$ cat config.mk
export PLATFORM = sky130hd
export DESIGN_NAME = adxl362_spi_responder
export DESIGN_NICKNAME = d
export VERILOG_FILES = /design/src/rtl/adxl362_spi_responder.sv
export SDC_FILE = /design/constraint.sdc
export NUM_CORES = 1
export LEC_CHECK = 0
export ABC_AREA = 1
export BUFFER_PORTS_ARGS = -buffer_cell sky130_fd_sc_hd__buf_2
export CORE_ASPECT_RATIO = 1.75
export CORE_MARGIN = 2
export CORE_UTILIZATION = 50
export CTS_BUF_LIST = sky130_fd_sc_hd__clkbuf_16
export CTS_CLUSTER_SIZE = 14
export DETAILED_ROUTE_END_ITERATION = 8
export GPL_ROUTABILITY_DRIVEN = 0
export PLACE_DENSITY = 0.73
export SYNTH_ARGS = -nofsm -noshare
export SYNTH_HDL_FRONTEND = slang
export SYNTH_SLANG_ARGS = --single-unit
$ cat constraint.sdc
create_clock -name clk -period 2.7 [get_ports clk]
set_input_delay 0.27 -clock clk [delete_from_list [all_inputs] [get_ports clk]]
set_output_delay 0.27 -clock clk [all_outputs]
set_load 0.01 [all_outputs]
$ cat src/rtl/adxl362_spi_responder.sv
// ADXL362-style SPI register responder (mode 0, MSB first) with a small register map,
// a write-strobe side channel and sample loading that is deferred while a transaction runs.
module adxl362_spi_responder #(
  parameter logic [7:0] DEVID_AD = 8'hAD,
  parameter logic [7:0] PARTID   = 8'hF2
) (
  input  logic       clk,
  input  logic       resetn,
  input  logic       SCLK,
  input  logic       CS,
  input  logic       MOSI,
  output logic       MISO,
  input  logic [7:0] x_data,
  input  logic [7:0] y_data,
  input  logic [7:0] z_data,
  input  logic       sample_valid,
  output logic [7:0] power_ctl,
  output logic       wr_strobe,
  output logic [7:0] wr_addr,
  output logic [7:0] wr_data,
  output logic       busy
);

  typedef enum logic [2:0] {StIdle, StCmd, StAddr, StRdData, StWrData, StIgnore} state_e;

  localparam logic [7:0] CmdRead   = 8'h0B;
  localparam logic [7:0] CmdWrite  = 8'h0A;
  localparam logic [7:0] SoftKey   = 8'h52;
  localparam logic [7:0] FilterRst = 8'h13;

  // Synchronizers and edge-detect history
  logic       sclk_s1, sclk_s2, sclk_d3;
  logic       cs_s1, cs_s2, cs_d3;
  logic       mosi_s1, mosi_s2;
  logic [1:0] settle_q;
  logic       sclk_rise, sclk_fall, cs_fall;

  // Protocol state
  state_e     state_q, state_d;
  logic [2:0] bit_cnt_q;
  logic [6:0] shift_in_q;
  logic       is_read_q;
  logic [7:0] ptr_q;
  logic [7:0] out_sr_q;
  logic       miso_q;

  // Register file
  logic [7:0] intmap1_q, intmap2_q, filter_ctl_q, power_ctl_q;
  logic [7:0] xdata_q, ydata_q, zdata_q;
  logic       pend_q;
  logic [7:0] pend_x_q, pend_y_q, pend_z_q;
  logic       soft_rst_q;
  logic       wr_strobe_q;
  logic [7:0] wr_addr_q, wr_data_q;

  // Decoded control
  logic       active, byte_done, cmd_done, addr_done, rd_done, wr_done;
  logic       rd_load, wr_hit;
  logic [7:0] rx_byte, rd_addr, rd_val;

  assign sclk_rise = sclk_s2 & ~sclk_d3;
  assign sclk_fall = ~sclk_s2 & sclk_d3;
  // Edges are only trusted once cs_d3 holds a real sample, so a CS held low through
  // reset release is not mistaken for a fresh falling edge.
  assign cs_fall   = cs_d3 & ~cs_s2 & (settle_q == 2'd3);
  assign rx_byte   = {shift_in_q, mosi_s2};

  assign busy      = ~cs_s2;
  assign MISO      = miso_q;
  assign power_ctl = power_ctl_q;
  assign wr_strobe = wr_strobe_q;
  assign wr_addr   = wr_addr_q;
  assign wr_data   = wr_data_q;

  // Two-flop synchronizers plus one history flop for edge detection
  always_ff @(posedge clk or negedge resetn) begin
    if (!resetn) begin
      sclk_s1  <= 1'b0;
      sclk_s2  <= 1'b0;
      sclk_d3  <= 1'b0;
      cs_s1    <= 1'b1;
      cs_s2    <= 1'b1;
      cs_d3    <= 1'b1;
      mosi_s1  <= 1'b0;
      mosi_s2  <= 1'b0;
      settle_q <= 2'd0;
    end else begin
      sclk_s1  <= SCLK;
      sclk_s2  <= sclk_s1;
      sclk_d3  <= sclk_s2;
      cs_s1    <= CS;
      cs_s2    <= cs_s1;
      cs_d3    <= cs_s2;
      mosi_s1  <= MOSI;
      mosi_s2  <= mosi_s1;
      settle_q <= (settle_q == 2'd3) ? settle_q : settle_q + 2'd1;
    end
  end

  // Byte-boundary decode and the address the next read snapshot comes from
  always_comb begin
    active    = (state_q != StIdle) && !cs_s2;
    byte_done = active && sclk_rise && (bit_cnt_q == 3'd7);
    cmd_done  = byte_done && (state_q == StCmd);
    addr_done = byte_done && (state_q == StAddr);
    rd_done   = byte_done && (state_q == StRdData);
    wr_done   = byte_done && (state_q == StWrData);
    rd_load   = (addr_done && is_read_q) || rd_done;
    rd_addr   = (state_q == StAddr) ? rx_byte : ptr_q + 8'd1;
    wr_hit    = wr_done && ((ptr_q == 8'h1F) || ((ptr_q >= 8'h2A) && (ptr_q <= 8'h2D)));
  end

  // Register read mux
  always_comb begin
    rd_val = 8'h00;
    case (rd_addr)
      8'h00:   rd_val = DEVID_AD;
      8'h01:   rd_val = 8'h1D;
      8'h02:   rd_val = PARTID;
      8'h08:   rd_val = xdata_q;
      8'h09:   rd_val = ydata_q;
      8'h0A:   rd_val = zdata_q;
      8'h2A:   rd_val = intmap1_q;
      8'h2B:   rd_val = intmap2_q;
      8'h2C:   rd_val = filter_ctl_q;
      8'h2D:   rd_val = power_ctl_q;
      default: rd_val = 8'h00;
    endcase
  end

  // Next-state logic; CS high forces every state back to idle
  always_comb begin
    state_d = state_q;
    if ((state_q != StIdle) && cs_s2) begin
      state_d = StIdle;
    end else begin
      case (state_q)
        StIdle: if (cs_fall) state_d = StCmd;
        StCmd: begin
          if (cmd_done) begin
            state_d = ((rx_byte == CmdRead) || (rx_byte == CmdWrite)) ? StAddr : StIgnore;
          end
        end
        StAddr:  if (addr_done) state_d = is_read_q ? StRdData : StWrData;
        default: state_d = state_q;
      endcase
    end
  end

  // FSM state register
  always_ff @(posedge clk or negedge resetn) begin
    if (!resetn) state_q <= StIdle;
    else         state_q <= state_d;
  end

  // Serial datapath: shift-in, pointer, read snapshot and MISO driver
  always_ff @(posedge clk or negedge resetn) begin
    if (!resetn) begin
      bit_cnt_q  <= 3'd0;
      shift_in_q <= 7'd0;
      is_read_q  <= 1'b0;
      ptr_q      <= 8'h00;
      out_sr_q   <= 8'h00;
      miso_q     <= 1'b0;
    end else begin
      if (!active)        bit_cnt_q <= 3'd0;
      else if (sclk_rise) bit_cnt_q <= bit_cnt_q + 3'd1;
      if (active && sclk_rise) shift_in_q <= rx_byte[6:0];
      if (cmd_done) is_read_q <= (rx_byte == CmdRead);
      if (addr_done)              ptr_q <= rx_byte;
      else if (rd_done || wr_done) ptr_q <= ptr_q + 8'd1;
      if (rd_load) begin
        out_sr_q <= rd_val;
      end else if ((state_q == StRdData) && active && sclk_fall) begin
        out_sr_q <= {out_sr_q[6:0], 1'b0};
      end
      if ((state_q == StRdData) && active) begin
        if (sclk_fall) miso_q <= out_sr_q[7];
      end else begin
        miso_q <= 1'b0;
      end
    end
  end

  // Register writes, soft reset, write strobe and sample loading
  always_ff @(posedge clk or negedge resetn) begin
    if (!resetn) begin
      intmap1_q    <= 8'h00;
      intmap2_q    <= 8'h00;
      filter_ctl_q <= FilterRst;
      power_ctl_q  <= 8'h00;
      xdata_q      <= 8'h00;
      ydata_q      <= 8'h00;
      zdata_q      <= 8'h00;
      pend_q       <= 1'b0;
      pend_x_q     <= 8'h00;
      pend_y_q     <= 8'h00;
      pend_z_q     <= 8'h00;
      soft_rst_q   <= 1'b0;
      wr_strobe_q  <= 1'b0;
      wr_addr_q    <= 8'h00;
      wr_data_q    <= 8'h00;
    end else begin
      wr_strobe_q <= wr_hit;
      soft_rst_q  <= wr_hit && (ptr_q == 8'h1F) && (rx_byte == SoftKey);
      if (wr_hit) begin
        wr_addr_q <= ptr_q;
        wr_data_q <= rx_byte;
      end
      // Samples arriving mid-transaction wait until CS is high again; latest wins
      if (busy && sample_valid) begin
        pend_q   <= 1'b1;
        pend_x_q <= x_data;
        pend_y_q <= y_data;
        pend_z_q <= z_data;
      end else if (!busy) begin
        pend_q <= 1'b0;
      end
      if (soft_rst_q) begin
        intmap1_q    <= 8'h00;
        intmap2_q    <= 8'h00;
        filter_ctl_q <= FilterRst;
        power_ctl_q  <= 8'h00;
        xdata_q      <= 8'h00;
        ydata_q      <= 8'h00;
        zdata_q      <= 8'h00;
      end else begin
        if (wr_hit) begin
          case (ptr_q)
            8'h2A:   intmap1_q    <= rx_byte;
            8'h2B:   intmap2_q    <= rx_byte;
            8'h2C:   filter_ctl_q <= rx_byte;
            8'h2D:   power_ctl_q  <= rx_byte;
            default: ;
          endcase
        end
        if (!busy && sample_valid) begin
          xdata_q <= x_data;
          ydata_q <= y_data;
          zdata_q <= z_data;
        end else if (!busy && pend_q) begin
          xdata_q <= pend_x_q;
          ydata_q <= pend_y_q;
          zdata_q <= pend_z_q;
        end
      end
    end
  end

endmodule

==> impl_metrics.json <==
{
  "status": "finished, final reports clean",
  "cts_tree": "yes",
  "drive_gt1_share_pct": 14.2,
  "viasPerCell": 5.45,
  "rows": 56,
  "core_sq_mm": 0.0134,
  "synth.top_cell.area_share_pct": 48.9,
  "netlist-cell-type-count": 39,
  "synthTopCellsByArea": "dfrtp_1 (49%), nand2_1 (11%), nand3_1 (7.3%), o21ai_0 (6.9%), inv_1 (5.3%)",
  "h-tree-depth": 4,
  "first_global_vias": 5778,
  "ir_worst_vdd_mv": 0.508,
  "skew_ns": 0.00909,
  "portBuffers": 56,
  "worst_hold_path.endpoint": "pend_y_q[2]$_DFFE_PN0P_",
  "pwr_density_cell_mw_per_mm2": 672,
  "final_antenna_net_count": 0,
  "synth_nets": 900,
  "r2r_end": "out_sr_q[4]$_DFFE_PN0P_",
  "area_growth_syn_to_layout_pct": 17.2,
  "yosys_warnings": 0,
  "yosys.area.top_type": "dfrtp_1",
  "synth_edf_count": 0,
  "drtIter0Drc": 427,
  "finalSetupViolations": 0,
  "worst-r2r-cell-count": 15,
  "critPathLaunchType": "flip-flop",
  "dr.pass1.iters": 5,
  "dieHeight_microns": 159,
  "dp.cells": 1079,
  "worstPathRequired_ns": 3.06,
  "cts_inserted_buffers": 17,
  "detail_route.wl_per_cell_microns": 15.5,
  "antenna_found_initial": 0,
  "nNetsFinal": 967,
  "die_x_microns": 92.6,
  "hold_path_class": "in -> reg",
  "max-slew-margin-rel_pct": 47.9,
  "tightest_slew_ns": 0.779,
  "min_from": "y_data[2]",
  "diodes": 0,
  "slew_viol_final": 0,
  "ys_ff_latch": 140,
  "critPathKind": "reg -> reg",
  "start_util_pct": 51.3,
  "synth_most_common_cell": "nand2_1",
  "seq_area_frac_synth_pct": 51.2,
  "grt_pass1_wl_microns": 29000,
  "synth_area_sq_mm": 0.00686,
  "multi_input_comb_area_sq_mm": 0.00284,
  "layout.cells.non_filler": 1115,
  "drcViolationCount": 0,
  "dp_hpwl_microns": 12400,
  "grt_overflow": 0,
  "finalCritPeriodShare_pct": 92.4,
  "fillCellCount": 1205,
  "seq_area_sq_mm": 0.00351,
  "leakage_nw": 4.05,
  "root_buffer": "clkbuf_16",
  "totalWireLength_microns": 17300,
  "syn_inst": 861,
  "grt_setup_unrepaired": "no",
  "syn_avg_cell_area_sq_um": 7.97,
  "r2r_slack_ns": 0.21,
  "period_needed_ns": 2.49,
  "endpoint_kind": "flip-flop",
  "dieArea_sq_mm": 0.0147,
  "cts_buffer_depth": 2,
  "fin_tns_setup_ns": 0,
  "design_area_sq_mm": 0.00804,
  "postPlaceCellArea_sq_mm": 0.00741,
  "synthFlopType": "dfrtp_1",
  "hold_viol_final": 0,
  "clk_pin_slew_ns": 0.06,
  "cp.arrival_ns": 2.85,
  "boundaryPins": 57,
  "grt_usage_pct": 24.9,
  "min_path_cells": 3,
  "grt_max_degree": 57,
  "cts.sinks": 140,
  "r2r-start": "state_q[0]$_DFFE_PN0P_",
  "async_flop_share_pct": 100,
  "clk_latency_ns": 0.42,
  "max_freq_mhz": 401,
  "synth_common_cells": "nand2_1 (205), dfrtp_1 (134), nand3_1 (100), inv_1 (97), o21ai_0 (95)",
  "route.vias.total": 6082,
  "max_cap_violations": 0,
  "path_max_fanout": 16,
  "post_cts_buffers": 0
}
## final cells by class
cell class,instances,area share (%)
well taps,174,2.71
clock buffers,17,5.29
inverters,99,4.62
repair buffers,85,6.55
flip-flops and latches,140,43.6
clock inverters,15,1.88
multi-input cells,585,35.3
## per-stage QoR
step	utilization (%)	hold WS [ns]	power (mW)	worst slack, ns
after global placement	55.4	0.253	3.14	0.197
after detailed placement	55.4	0.255	3.14	0.182
after floorplan	-	-0.0256	2.87	0.579
after CTS	60.0	0.111	5.43	0.143
after global routing	60.1	0.124	5.65	0.00869
final	60.1	0.119	5.40	0.206
## critical path, stage by stage (launching register included)
cell	delay, ns
dfrtp_1	0.43
nor2_1	0.22
nand2_1	0.17
buf_4	0.22
o21ai_0	0.31
nand2_1	0.14
nor2_2	0.12
buf_4	0.24
nand4_1	0.12
nand3_1	0.11
nor2_1	0.05
nand2_1	0.06
nand2_1	0.06
nand2_1	0.08
nand2_1	0.05
nand2_1	0.06
## cell usage in the layout, fill, tap and decap left out, drive strengths merged, types with 2 or more instances in the layout
| master | netlist | layout |
|---|---|---|
| a21oi | 31 | 31 |
| a22o | 2 | 2 |
| buf | 16 | 81 |
| bufinv | 0 | 2 |
| clkbuf | 21 | 17 |
| clkinv | 1 | 7 |
| clkinvlp | 0 | 5 |
| dfrtp | 134 | 134 |
| dfstp | 6 | 6 |
| dlygate4sd3 | 0 | 4 |
| ha | 9 | 9 |
| inv | 98 | 100 |
| nand2 | 206 | 206 |
| nand3 | 100 | 100 |
| nand3b | 2 | 2 |
| nand4 | 19 | 19 |
| nor2 | 66 | 66 |
| nor3 | 3 | 3 |
| nor4 | 5 | 5 |
| o211ai | 5 | 5 |
| o21ai | 97 | 97 |
| o221ai | 2 | 2 |
| o22ai | 27 | 27 |
| or2 | 2 | 2 |
## sequential cells by signal, summed over array words and instances (netlist names), 2 cells and up
register / flops
shift_in_q: 7
pend_y_q: 8
filter_ctl_q: 8
out_sr_q: 8
ydata_q: 8
pend_x_q: 8
wr_data: 8
zdata_q: 8
settle_q: 2
xdata_q: 8
pend_z_q: 8
intmap1_q: 8
intmap2_q: 8
bit_cnt_q: 3
state_q: 3
wr_addr: 8
power_ctl: 8
ptr_q: 8
## cells by family after synthesis
kind of cell	synth area share (%)
simple gates	25.7
compound gates	13.5
flops	51.2
buf+inv	7.69
fa+ha+maj	1.64
xor+xnor	0.128
mux	0.164
## where the power goes
part | total (mW) | switching (mW) | leakage (nW) | internal (mW)
Clock | 2.27 | 0.915 | 0.272 | 1.35
Combinational | 0.693 | 0.472 | 1.94 | 0.221
Sequential | 2.44 | 0.174 | 1.84 | 2.27
Total | 5.40 | 1.56 | 4.05 | 3.84
## how the worst max path moves through the flow
stage	start	to	slack (ns)	depth (start not counted)
after floorplan	state_q[0]$_DFFE_PN0P_	out_sr_q[1]$_DFFE_PN0P_	0.58	12
after global placement	ptr_q[0]$_DFFE_PN0P_	out_sr_q[4]$_DFFE_PN0P_	0.20	15
after detailed placement	ptr_q[0]$_DFFE_PN0P_	out_sr_q[4]$_DFFE_PN0P_	0.18	15
after CTS	ptr_q[0]$_DFFE_PN0P_	out_sr_q[4]$_DFFE_PN0P_	0.14	15
after global routing	ptr_q[0]$_DFFE_PN0P_	out_sr_q[4]$_DFFE_PN0P_	0.009	16
final	state_q[0]$_DFFE_PN0P_	out_sr_q[4]$_DFFE_PN0P_	0.21	15
## metal layers
| metal | share of wire, % | GRT usage (%) | vias up |
|---|---|---|---|
| met4 | 5.6 | 15.7 | 0 |
| li1 | - | - | 2993 |
| met3 | 3.8 | 3.93 | 63 |
| met1 | 40 | 30.4 | 2823 |
| met2 | 51 | 40.9 | 203 |
| met5 | 0 | 0 | - |
## repair_timing
| item | in CTS | in global routing |
|---|---|---|
| gates resized for setup | 0 | 6 |
| setup endpoints to repair | 0 | 14 |
| hold buffers | 4 | 0 |
| hold endpoints to repair | 53 | 0 |
No activity file was read; power rests on OpenSTA's default activity.
